==> src/rtl/control_sequencer_pkg.sv <==
// Shared control-unit definitions for the mARC sequencer: state indices,
// instruction format codes, branch condition codes and PSR bit positions.
package control_sequencer_pkg;

  localparam int NSTATES = 13;

  typedef enum logic [3:0] {
    S_FETCH   = 4'd0,
    S_DECODE  = 4'd1,
    S_OPERAND = 4'd2,
    S_ALU     = 4'd3,
    S_SHIFT   = 4'd4,
    S_MEM     = 4'd5,
    S_BR_ADDR = 4'd6,
    S_BR_EVAL = 4'd7,
    S_CALL    = 4'd8,
    S_SETHI   = 4'd9,
    S_LINK    = 4'd10,
    S_PC_INC  = 4'd11,
    S_TRAP    = 4'd12
  } state_idx_e;

  typedef enum logic [1:0] {
    FMT_BR    = 2'b00,
    FMT_CALL  = 2'b01,
    FMT_ARITH = 2'b10,
    FMT_MEM   = 2'b11
  } fmt_e;

  typedef enum logic [2:0] {
    COND_JMP = 3'b000,
    COND_BA  = 3'b001,
    COND_BNE = 3'b010,
    COND_BE  = 3'b011,
    COND_BG  = 3'b100,
    COND_BLE = 3'b101,
    COND_BGE = 3'b110,
    COND_BL  = 3'b111
  } cond_e;

  localparam int PSR_Z  = 0;
  localparam int PSR_N  = 1;
  localparam int PSR_V  = 2;
  localparam int PSR_C  = 3;
  localparam int PSR_TE = 4;

  // ir[13:11] pattern that selects the shifter path for arith instructions
  localparam logic [2:0] SHIFT_OP3 = 3'b111;

endpackage

==> src/rtl/control_sequencer_if.sv <==
// Bundle of the sequencer's instruction/status inputs, memory handshake and
// control outputs; master is the sequencer, slave is its environment.
interface control_sequencer_if
  import control_sequencer_pkg::*;
#(
  parameter int CNT_W = 16
);

  logic [15:0]         ir;
  logic [4:0]          status;
  logic                mem_ready;
  logic                irq;
  logic [NSTATES-1:0]  state;
  logic                ir_load;
  logic                mem_req;
  logic                trap_ack;
  logic [CNT_W-1:0]    instret;

  modport master (
    input  ir, status, mem_ready, irq,
    output state, ir_load, mem_req, trap_ack, instret
  );

  modport slave (
    output ir, status, mem_ready, irq,
    input  state, ir_load, mem_req, trap_ack, instret
  );

endinterface

==> src/rtl/control_sequencer_branch_cond_eval.sv <==
// Combinational branch-condition evaluator: decides taken/not-taken from the
// 3-bit condition field and the Z/N/V flags.
module branch_cond_eval
  import control_sequencer_pkg::*;
(
  input  logic [2:0] cond_i,
  input  logic [2:0] flags_i,
  output logic       taken
);

  logic z, lt;

  always_comb begin
    z     = flags_i[PSR_Z];
    // signed less-than after a compare is N xor V
    lt    = flags_i[PSR_N] ^ flags_i[PSR_V];
    taken = 1'b0;
    case (cond_e'(cond_i))
      COND_JMP: taken = 1'b1;
      COND_BA:  taken = 1'b1;
      COND_BNE: taken = ~z;
      COND_BE:  taken = z;
      COND_BG:  taken = ~z & ~lt;
      COND_BLE: taken = z | lt;
      COND_BGE: taken = ~lt;
      COND_BL:  taken = lt;
      default:  taken = 1'b0;
    endcase
  end

endmodule

==> src/rtl/control_sequencer.sv <==
// One-hot control sequencer for the mARC control unit: state register,
// next-state decode and retired-instruction counter. Trap entry from PC_INC is
// built only when CONTROL_SEQ_TRAP_EN is defined.
module control_sequencer
  import control_sequencer_pkg::*;
#(
  parameter int NSTATES = 13,
  parameter int CNT_W   = 16
) (
  input  logic                 clk,
  input  logic                 rst,
  control_sequencer_if.master  bus
);

  if (NSTATES != 13) begin : g_nstates_chk
    $error("control_sequencer: NSTATES must be 13");
  end

  logic [NSTATES-1:0] state_q, state_d;
  logic [CNT_W-1:0]   instret_q, instret_d;
  state_idx_e         nxt;
  logic               valid, taken, retire, trap_req;
  logic               unused_ok;

  branch_cond_eval u_branch_cond_eval (
    .cond_i  (bus.ir[10:8]),
    .flags_i (bus.status[2:0]),
    .taken   (taken)
  );

`ifdef CONTROL_SEQ_TRAP_EN
  logic trap_ack_q;

  assign trap_req  = bus.irq & bus.status[PSR_TE];
  assign unused_ok = ^{bus.ir[7:0], bus.status[PSR_C]};

  // first (and only) cycle in TRAP is the cycle after the registered entry
  always_ff @(posedge clk or posedge rst) begin
    if (rst) trap_ack_q <= 1'b0;
    else     trap_ack_q <= state_d[S_TRAP];
  end

  assign bus.trap_ack = trap_ack_q;
`else
  assign trap_req     = 1'b0;
  assign unused_ok    = ^{bus.ir[7:0], bus.status[PSR_C], bus.status[PSR_TE], bus.irq};
  assign bus.trap_ack = 1'b0;
`endif

  always_comb begin
    state_d = '0;
    nxt     = S_FETCH;
    valid   = $onehot(state_q);
    if (valid) begin
      case (1'b1)
        state_q[S_FETCH]:   nxt = bus.mem_ready ? S_DECODE : S_FETCH;
        state_q[S_DECODE]: begin
          case (fmt_e'(bus.ir[15:14]))
            FMT_BR:   nxt = bus.ir[13] ? S_SETHI : S_BR_ADDR;
            FMT_CALL: nxt = S_CALL;
            default:  nxt = S_OPERAND;
          endcase
        end
        state_q[S_OPERAND]: begin
          if (fmt_e'(bus.ir[15:14]) == FMT_MEM)  nxt = S_MEM;
          else if (bus.ir[13:11] == SHIFT_OP3)   nxt = S_SHIFT;
          else                                   nxt = S_ALU;
        end
        state_q[S_ALU]:     nxt = S_PC_INC;
        state_q[S_SHIFT]:   nxt = S_PC_INC;
        state_q[S_MEM]:     nxt = bus.mem_ready ? S_PC_INC : S_MEM;
        state_q[S_BR_ADDR]: nxt = S_BR_EVAL;
        state_q[S_BR_EVAL]: nxt = taken ? S_FETCH : S_PC_INC;
        state_q[S_CALL]:    nxt = S_LINK;
        state_q[S_LINK]:    nxt = S_FETCH;
        state_q[S_SETHI]:   nxt = S_PC_INC;
        state_q[S_PC_INC]:  nxt = trap_req ? S_TRAP : S_FETCH;
        state_q[S_TRAP]:    nxt = S_FETCH;
        default:            nxt = S_FETCH;
      endcase
    end
    state_d[nxt] = 1'b1;

    // a corrupted (non-one-hot) state never counts as a retirement
    retire    = valid & (state_q[S_PC_INC] | state_q[S_LINK] |
                         (state_q[S_BR_EVAL] & taken));
    instret_d = instret_q + CNT_W'(retire);
  end

  always_ff @(posedge clk or posedge rst) begin
    if (rst) begin
      state_q   <= NSTATES'(1);
      instret_q <= '0;
    end else begin
      state_q   <= state_d;
      instret_q <= instret_d;
    end
  end

  assign bus.state   = state_q;
  assign bus.mem_req = state_q[S_FETCH] | state_q[S_MEM];
  assign bus.ir_load = state_q[S_FETCH] & bus.mem_ready;
  assign bus.instret = instret_q;

endmodule

==> src/flat_wrapper.sv <==
// flat-port wrapper written by rule: the top's interface ports become plain ports
module control_sequencer_flat import control_sequencer_pkg::*;
#(
  parameter int NSTATES = 13,
  parameter int CNT_W   = 16
)
  (clk, rst, bus_ir, bus_status, bus_mem_ready, bus_irq, bus_state, bus_ir_load, bus_mem_req, bus_trap_ack, bus_instret);
  control_sequencer_if #(.CNT_W(CNT_W)) bus_i ();
  input  logic clk;
  input  logic rst;
  input wire logic [$bits(bus_i.ir)-1:0] bus_ir;
  input wire logic [$bits(bus_i.status)-1:0] bus_status;
  input wire logic [$bits(bus_i.mem_ready)-1:0] bus_mem_ready;
  input wire logic [$bits(bus_i.irq)-1:0] bus_irq;
  output wire logic [$bits(bus_i.state)-1:0] bus_state;
  output wire logic [$bits(bus_i.ir_load)-1:0] bus_ir_load;
  output wire logic [$bits(bus_i.mem_req)-1:0] bus_mem_req;
  output wire logic [$bits(bus_i.trap_ack)-1:0] bus_trap_ack;
  output wire logic [$bits(bus_i.instret)-1:0] bus_instret;
  assign bus_i.ir = bus_ir;
  assign bus_i.status = bus_status;
  assign bus_i.mem_ready = bus_mem_ready;
  assign bus_i.irq = bus_irq;
  assign bus_state = bus_i.state;
  assign bus_ir_load = bus_i.ir_load;
  assign bus_mem_req = bus_i.mem_req;
  assign bus_trap_ack = bus_i.trap_ack;
  assign bus_instret = bus_i.instret;
  control_sequencer #(.NSTATES(NSTATES), .CNT_W(CNT_W)) u_core (.clk(clk), .rst(rst), .bus(bus_i));
endmodule
==> config.mk <==
export PLATFORM = sky130hd
export DESIGN_NAME = control_sequencer_flat
export DESIGN_NICKNAME = d
export VERILOG_FILES = /design/src/rtl/control_sequencer_pkg.sv /design/src/rtl/control_sequencer_if.sv /design/src/rtl/control_sequencer_branch_cond_eval.sv /design/src/rtl/control_sequencer.sv /design/src/flat_wrapper.sv
export SDC_FILE = /design/constraint.sdc
export NUM_CORES = 1
export LEC_CHECK = 0
export CORE_ASPECT_RATIO = 2
export CORE_MARGIN = 2
export CORE_UTILIZATION = 30
export DETAILED_ROUTE_END_ITERATION = 7
export PLACE_DENSITY = 0.61
export SLEW_MARGIN = 20
export SYNTH_ARGS = -nofsm -noshare
export SYNTH_HDL_FRONTEND = slang
export SYNTH_SLANG_ARGS = --single-unit
export TNS_END_PERCENT = 10
==> constraint.sdc <==
create_clock -name clk -period 4.3 [get_ports clk]
set_input_delay 0.86 -clock clk [delete_from_list [all_inputs] [get_ports clk]]
set_output_delay 0.86 -clock clk [all_outputs]
set_load 0.005 [all_outputs]
==> results of run 1 <==
## cells by family after synthesis
kind of cell / Yosys count / share of synthesized area
AO/OA/AOI/OAI: 31 / 0.128
other: 1 / 0.00195
buffers and inverters: 29 / 0.0586
XOR/XNOR: 17 / 0.0775
flip-flops: 29 / 0.378
AND/OR/NAND/NOR: 67 / 0.194
adder cells (fa/ha/maj): 20 / 0.161
## per-stage QoR
step | instances | utilization | total power [mW]
after global routing | 360 | 0.464 | 0.879
final | 360 | 0.464 | 0.840
after floorplan | 195 | - | 0.390
after CTS | 360 | 0.459 | 0.842
after detailed placement | 351 | 0.431 | 0.479
after global placement | 351 | 0.431 | 0.472
## registers in the layout, summed over array words and instances, names as in the netlist
register / flops
u_core.bus.instret: 16
u_core.bus.state: 13
## how the worst max path moves through the flow
stage	from	to	slack (ns)	depth (start not counted)
after global placement	u_core.bus.state[5]	u_core.bus.state[11]	-0.51	12
after CTS	u_core.bus.state[5]	u_core.bus.state[7]	-0.55	13
final	u_core.bus.state[5]	u_core.bus.state[7]	-0.53	13
after global routing	u_core.bus.state[5]	u_core.bus.state[7]	-0.68	13
after detailed placement	u_core.bus.state[5]	u_core.bus.state[11]	-0.58	12
after floorplan	u_core.bus.state[5]	u_core.bus.state[5]	-0.30	12
## routing by layer
metal	GRT usage	share of wire
met5	0	0
met4	0.103	0.054
met3	0.00989	0.027
met2	0.292	0.57
met1	0.144	0.35
## where the power goes
part,total (mW),internal [mW],switching [mW]
clock,0.361,0.244,0.117
sequential,0.286,0.281,0.00556
combinational,0.193,0.101,0.0921
total,0.840,0.626,0.215
## critical path, cell delays in order (launching register included)
cell and delay (ns):
dfrtp_2 0.42, ha_4 0.26, inv_2 0.03, fa_1 0.55
fa_1 0.43, fa_1 0.46, fa_2 0.37, fa_1 0.50
or4b_4 0.46, or4b_4 0.53, a211oi_4 0.25, a22oi_2 0.14
buf_4 0.18, nor3_2 0.17
## layout by cell type, fill, tap and decap left out, types with 3 or more instances in the layout
cell type	netlist	layout
clkdlybuf4s50_1	0	44
buf_4	1	28
dfrtp_1	28	27
inv_1	28	25
ha_1	12	11
nor2_1	11	10
nand2_1	10	10
xnor2_1	9	9
xor2_1	8	8
fa_1	8	7
nand3_1	6	6
nand2b_1	5	5
nor4_1	6	5
a211oi_1	5	5
clkbuf_16	0	5
a31oi_1	4	4
nand4_1	4	4
nor3_2	0	4
or3_1	3	3
inv_2	0	3
nor2b_1	4	3
## area by class of cell
| class | count | area share |
|---|---|---|
| Tap cell | 86 | 0.0371 |
| Clock inverter | 1 | 0.00172 |
| Timing Repair Buffer | 72 | 0.224 |
| Multi-Input combinational cell | 137 | 0.398 |
| Inverter | 28 | 0.0362 |
| Sequential cell | 29 | 0.251 |
| Clock buffer | 7 | 0.0526 |
## repair_timing
item | CTS | global route
pin swaps | 4 | 1
resized for setup | 2 | 7
setup endpoints to repair | 26 | 27
setup buffers | 1 | 0
==> impl_results.md, run 1 <==
- Routed len/inst: 14.3 um
- CTS tree: built
- Root Buffer: clkbuf_16
- Reg2reg setup slack: -0.53 ns
- Number of port buffers: 44
- Placed Instance Area: 2700 um^2
- Hold buffer count at cts: 0
- Number of synthesized flops with an enable pin: 0
- Minimum clock period: 4.83 ns
- Setup crit end kind: flop
- Final setup vio count: 26
- CTS clk-pin slew, worst paths: 0.05 ns
- Core area: around 6300 um^2
- Remaining global-route overflow: 0
- Via-per-instance ratio: 4.78
- Die area: 7100 um^2
- Leak: 1.34 nW
- HP Class: reg2reg
- Rel. slew slack: 0.549
- Synthesized cell area: 1920 um^2
- CP max FO: 5
- DR vias: 1,722
- Hold Crit Start: u_core.bus.instret[15]
- Largest net degree at the start of global routing: 30
- Power per cell area: 289 nW/um^2
- Setup crit start kind: flop
- Num CTS Buffers: 5
- Layout cells sized above 1: 0.215
- Register Area: 728 um^2
- Fraction of registers with async set/reset: 1.00
- Nets: 318
- Final slew viol count: 0
- Max Clock Freq: ~210 MHz
- Remaining antenna violation count: 0
- Maximum VDD drop: 0.248 mV
- Post-synth top area share: 0.365
- Fillers: 642
- Worst hold path cell count: 1
- Clock Latency Late Sink: 0.27 ns
- P&R area growth vs syn: 51.1%
- Total Routing Usage GR: 0.152
- Yosys Warn Count: 0
- Die W: roughly 61 um
- Final hold vios: 0
- Starting DRT DRC Count: 29
- First-pass DRT Iterations: 4
- Hold EP: u_core.bus.instret[15]
- Crit share post-route: 1.12
- Clock skew: 0.00235 ns
- H-tree Lvls: 2
- Area of the multi-input gates: around 1200 um^2
- Design area: 2900 um^2
- Setup_tns: -9.76 ns
- Number of max-cap violations: 0
- Vias in the first global route: approximately 1,800
- Final WL: 5160 um
- Sequential cell area fraction in the yosys report: 0.378
- Std cell rows: 41
- Worst hold margin: about 0.47 ns
- Initial core utilization: 0.307
- Failing checks: negative setup slack
- Cell taking the most area after synthesis: dfrtp_1
- Crit path kind: reg2reg
- Drc violations: 0
- WP data required: 4.49 ns
- Most frequent cells after synthesis: dfrtp_1 (28), inv_1 (28), ha_1 (12)
- Avg Cell Area, Syn: 9.91 um^2
- Global-route wire length before repair: 8020 um
- Ranking of synthesized cells by area: dfrtp_1 (36%), fa_1 (8.3%), ha_1 (7.8%)
- CTS Sinks: 29
- Arrival @ worst endpoint: 5.02 ns
- Worst Tran Pin Value: around 0.67 ns
- RePlAce Congestion: 0.829
- I/O pin count: 57
- Clk buf depth: 2
- #FFs+latches synth: 29
- Commonest register cell after synthesis: dfrtp_1
- Post-synthesis cell type count: 45
- Worst r2r dst: u_core.bus.state[7]
- Setup ws final: -0.533 ns
- # diodes: 0
- Die Ht: about 120 um
- RSZ-0062 raised after global routing: true
- Dpl ws: -0.581 ns
- Worst reg-to-reg path cell count: 13
- Antenna violations before repair: 0
- Post-Synthesis Cells: 194
- Final HPWL DP: 4210 um
- Outcome: finished with violations
- Reg-to-reg startpoint: u_core.bus.state[5]
No activity file was read; power rests on OpenSTA's default activity.
==> run 2: changes to the inputs <==
--- a/config.mk
+++ b/config.mk
@@ -6,11 +6,9 @@
 export NUM_CORES = 1
 export LEC_CHECK = 0
 export CORE_ASPECT_RATIO = 2
-export CORE_MARGIN = 2
 export CORE_UTILIZATION = 30
 export DETAILED_ROUTE_END_ITERATION = 7
 export PLACE_DENSITY = 0.61
-export SLEW_MARGIN = 20
 export SYNTH_ARGS = -nofsm -noshare
 export SYNTH_HDL_FRONTEND = slang
 export SYNTH_SLANG_ARGS = --single-unit
==> impl_results.md, run 2 (synthesis results as in run 1) <==
- Via-per-instance ratio: 4.84
- P&R area growth vs syn: 52.3%
- Total Routing Usage GR: 0.160
- CTS Sinks: 29
- Max reg flops: 16
- Clock skew: 0.00360 ns
- Vias in the first global route: 1,732
- Worst hold margin: 0.475 ns
- Remaining global-route overflow: 0
- Most frequent cells in the layout: clkdlybuf4s50_1 (44), dfrtp_1 (27), inv_1 (26), buf_4 (26)
- Clock Latency Late Sink: 0.27 ns
- Setup crit start kind: flop
- Setup ws final: -0.544 ns
- Final setup vio count: 23
- CP max FO: 6
- RSZ-0062 raised after global routing: true
- CTS tree: built
- Fillers: around 610
- Crit path largest cell delay: 0.54 ns
- DR vias: 1,724
- Crit share post-route: 1.13
- Register Area: ~730 um^2
- Remaining antenna violation count: 0
- Minimum clock period: 4.84 ns
- Hold buffer count at cts: 0
- First-pass DRT Iterations: 4
- Die area: 6750 um^2
- Maximum VDD drop: roughly 0.26 mV
- WP data required: 4.42 ns
- Worst Tran Pin Value: roughly 1.1 ns
- Num CTS Buffers: 5
- Largest net degree at the start of global routing: 30
- Setup crit end kind: flop
- H-tree Lvls: 2
- Max Clock Freq: between 200 and 250 MHz
- HP Class: reg2reg
- Drc violations: 0
- Leak: around 1.3 nW
- Final slew viol count: 0
- Nets: 316
- Die W: 58.6 um
- Std cell rows: 40
- Failing checks: negative setup slack
- Power per cell area: about 290 nW/um^2
- Initial core utilization: 0.315
- Antenna violations before repair: 0
- Layout cells sized above 1: 0.228
- Crit path kind: reg2reg
- Worst path cell trace: ha_4, inv_2, fa_1, fa_1, fa_1, fa_2, fa_1, or4b_4, or4b_4, a211oi_4, a22o_2, nor3_1
- Most used cell, CP: fa_1
- CTS clk-pin slew, worst paths: around 0.05 ns
- Number of port buffers: 44
- I/O pin count: 57
- Root Buffer: clkbuf_16
- Final hold vios: 0
- Starting DRT DRC Count: 42
- Rel. slew slack: 0.290
- Outcome: finished with violations
- RePlAce Congestion: 0.815
- Crit-path slowest cell: fa_1
- Routed len/inst: ~14 um
- Global-route wire length before repair: a little under 8000 um
- Area of the multi-input gates: 1200 um^2
- Commonest non-fill, non-tap cell in the layout: clkdlybuf4s50_1
- Die Ht: about 120 um
- Number of max-cap violations: 0
- Post CTS Setup Buffer Count: 0
- Clk buf depth: 2
- Final HPWL DP: 4050 um
- Core area: 6110 um^2
- # diodes: 0
- Power Total: 836 uW
- Arrival @ worst endpoint: 4.96 ns
- Final WL: 5050 um
-- run 2: cell types whose count changed in the layout (fill, tap and decap cells not counted), sizes merged --
cell / previous run / this run
buf: 28 / 26
-- run 2: routing by layer --
| metal | routed length [um] | vias to the layer above | GRT usage |
|---|---|---|---|
| li1 | - | 826 | - |
| met1 | 1720 | 834 | 0.146 |
| met2 | 2930 | 51 | 0.316 |
| met3 | 180 | 13 | 0.0135 |
| met4 | 220 | 0 | 0.108 |
| met5 | 0 | - | 0 |
-- run 2: repair_timing --
item                       4_1_cts  5_1_grt
resized for setup                9        8
setup endpoints to repair       26       27
pin swaps                        5        4
-- run 2: critical path: cells and delay by family (launching register included) --
| kind | cells | cell delay (ns) |
|---|---|---|
| buffers and inverters | 1 | 0.03 |
| adder cells (fa/ha/maj) | 6 | 2.59 |
| AND/OR/NAND/NOR | 3 | 1.09 |
| flip-flops | 1 | 0.42 |
| AO/OA/AOI/OAI | 2 | 0.56 |
-- run 2: final timing paths --
path                       cells past startpoint                    from                      to  slack [ns]
min                                            1  u_core.bus.instret[15]  u_core.bus.instret[15]        0.48
max                                           12     u_core.bus.state[5]     u_core.bus.state[4]       -0.54
min reg2reg                                    1  u_core.bus.instret[15]  u_core.bus.instret[15]        0.48
max in group asynchronous                      2                     rst     u_core.bus.state[5]        2.43
max reg2reg                                   12     u_core.bus.state[5]     u_core.bus.state[4]       -0.54
min in group asynchronous                      2                     rst   u_core.bus.instret[6]        1.16
-- run 2: where the power goes --
part	total, mW	internal [mW]	switching (mW)	leakage (nW)
logic	0.194	0.0990	0.0947	0.864
registers	0.287	0.281	0.00575	0.387
clock network	0.355	0.244	0.111	0.0799
-- run 2: through the flow --
stage	TNS (ns)	utilization	worst slack, ns	cells	cell area (um^2)
floorplan	-4.52	-	-0.304	195	1950
global placement	-8.24	0.440	-0.567	348	2690
detailed placement	-9.71	0.440	-0.625	348	2690
CTS	-9.39	0.474	-0.521	356	2890
global route	-14.19	0.480	-0.704	356	2930
finish	-8.89	0.480	-0.544	356	2930
-- run 2: final cells by class --
cell class | instances | area share
Multi-Input combinational cell | 137 | 0.409
Clock inverter | 1 | 0.00171
Timing Repair Buffer | 70 | 0.217
Inverter | 28 | 0.0359
Tap cell | 84 | 0.0359
Clock buffer | 7 | 0.0521
Sequential cell | 29 | 0.249
==> run 3: changes to the inputs <==
--- a/config.mk
+++ b/config.mk
@@ -8,7 +8,7 @@
 export CORE_ASPECT_RATIO = 2
 export CORE_UTILIZATION = 30
 export DETAILED_ROUTE_END_ITERATION = 7
-export PLACE_DENSITY = 0.61
+export PLACE_DENSITY = 0.58
 export SYNTH_ARGS = -nofsm -noshare
 export SYNTH_HDL_FRONTEND = slang
 export SYNTH_SLANG_ARGS = --single-unit
==> impl_results.md, run 3 (synthesis results as in run 1) <==
- Outcome: finished with violations
- Failing checks: negative setup slack
- Die W: 58.6 um
- Root Buffer: clkbuf_16
- CTS clk-pin slew, worst paths: 0.05 ns
- Via-per-instance ratio: between 4 and 5
- Routed len/inst: 14.3 um
- Die area: about 6700 um^2
- Setup crit start kind: flop
- Arrival @ worst endpoint: 4.98 ns
- Commonest non-fill, non-tap cell in the layout: clkdlybuf4s50_1
- I/O pin count: 57
- Global-route wire length before repair: 8150 um
- Starting DRT DRC Count: 27
- WP data required: roughly 4.5 ns
- Remaining global-route overflow: 0
- Max reg flops: 16
- Leak: 1.34 nW
- Nets: 317
- Minimum clock period: 4.82 ns
- Max Clock Freq: 207 MHz
- CTS Sinks: 29
- Std cell rows: 40
- Clock skew: 0.00510 ns
- CTS tree: built
- H-tree Lvls: 2
- Final slew viol count: 0
- P&R area growth vs syn: 51.4%
- Final setup vio count: 23
- Clock Latency Late Sink: 0.27 ns
- Core area: approximately 6000 um^2
- Worst Tran Pin Value: 0.593 ns
- Antenna violations before repair: 0
- DR vias: 1,716
- Total Routing Usage GR: 0.164
- HP Class: reg2reg
- Vias in the first global route: between 1,500 and 2,000
- Setup crit end kind: flop
- Crit share post-route: 1.12
- Worst hold margin: 0.475 ns
- Setup ws final: -0.520 ns
- Final core occ: 0.477
- Initial core utilization: 0.315
- Drc violations: 0
- Layout cells sized above 1: 0.223
- CP max FO: 6
- Dpl ws: -0.576 ns
- Remaining antenna violation count: 0
- Power Total: around 800 uW
- Most frequent cells in the layout: clkdlybuf4s50_1 (44), buf_4 (27), dfrtp_1 (27)
- Maximum VDD drop: between 0.3 and 0.4 mV
- Power per cell area: 278 nW/um^2
- Fillers: roughly 600
- First-pass DRT Iterations: 4
- RePlAce Congestion: 0.809
- Largest net degree at the start of global routing: 30
- Die Ht: 115 um
- Clk buf depth: 2
- Num CTS Buffers: 5
- Final WL: 5100 um
- Final HPWL DP: just over 4000 um
- Number of port buffers: 44
- Rel. slew slack: 0.604
- RSZ-0062 raised after global routing: true
- # diodes: 0
- Number of max-cap violations: 0
- Crit path kind: reg2reg
- Final hold vios: 0
run 3: final cells by class:
class | count | area [um^2] | area share
flip-flops and latches | 29 | 728 | 0.250
inverters | 28 | 105 | 0.0361
clock buffers | 6 | 129 | 0.0443
multi-input cells | 137 | 1190 | 0.409
clock inverters | 2 | 10.0 | 0.00344
repair buffers | 71 | 643 | 0.221
well taps | 84 | 105 | 0.0361
run 3: repair_timing:
action,in CTS,in global routing
hold endpoints to repair,0,0
hold buffers,0,0
buffers inserted,1,2
setup endpoints to repair,23,27
pin swaps,1,8
cloned,0,0
gates resized for setup,4,13
run 3: power breakdown:
group | switching, mW | internal, mW | total (mW) | leakage [nW]
sequential | 0.00567 | 0.281 | 0.286 | 0.387
combinational | 0.0930 | 0.102 | 0.195 | 0.878
clock | 0.115 | 0.212 | 0.327 | 0.0706
run 3: path summary, 6_finish.rpt:
check,start,to,slack [ns],depth (start not counted)
max,u_core.bus.state[5],u_core.bus.state[11],-0.52,12
min,u_core.bus.instret[15],u_core.bus.instret[15],0.48,1
max reg2reg,u_core.bus.state[5],u_core.bus.state[11],-0.52,12
min reg2reg,u_core.bus.instret[15],u_core.bus.instret[15],0.48,1
max in group asynchronous,rst,u_core.bus.state[0],3.03,3
min in group asynchronous,rst,u_core.bus.instret[7],0.96,3
run 3: layer usage:
layer	GRT usage	wire (um)	up-vias
li1	-	-	828
met1	0.160	1750	821
met2	0.326	3040	53
met3	0.0191	179	14
met4	0.0714	133	0
met5	0	0	-
run 3: critical path, stage by stage (launching register included):
cell and delay [ns]:
dfrtp_2 0.42, ha_4 0.27, inv_2 0.03, fa_1 0.54
fa_1 0.42, fa_1 0.47, fa_2 0.37, fa_1 0.51
or4b_4 0.46, or4b_4 0.54, a211oi_4 0.26, a22oi_2 0.15
nor4_2 0.27
run 3: through the flow:
stage	instance area (um^2)	instances	TNS [ns]
floorplan	1950	195	-4.52
global placement	2670	346	-8.64
detailed placement	2670	346	-9.65
CTS	2840	355	-9.05
global route	2910	357	-13.14
finish	2910	357	-8.53
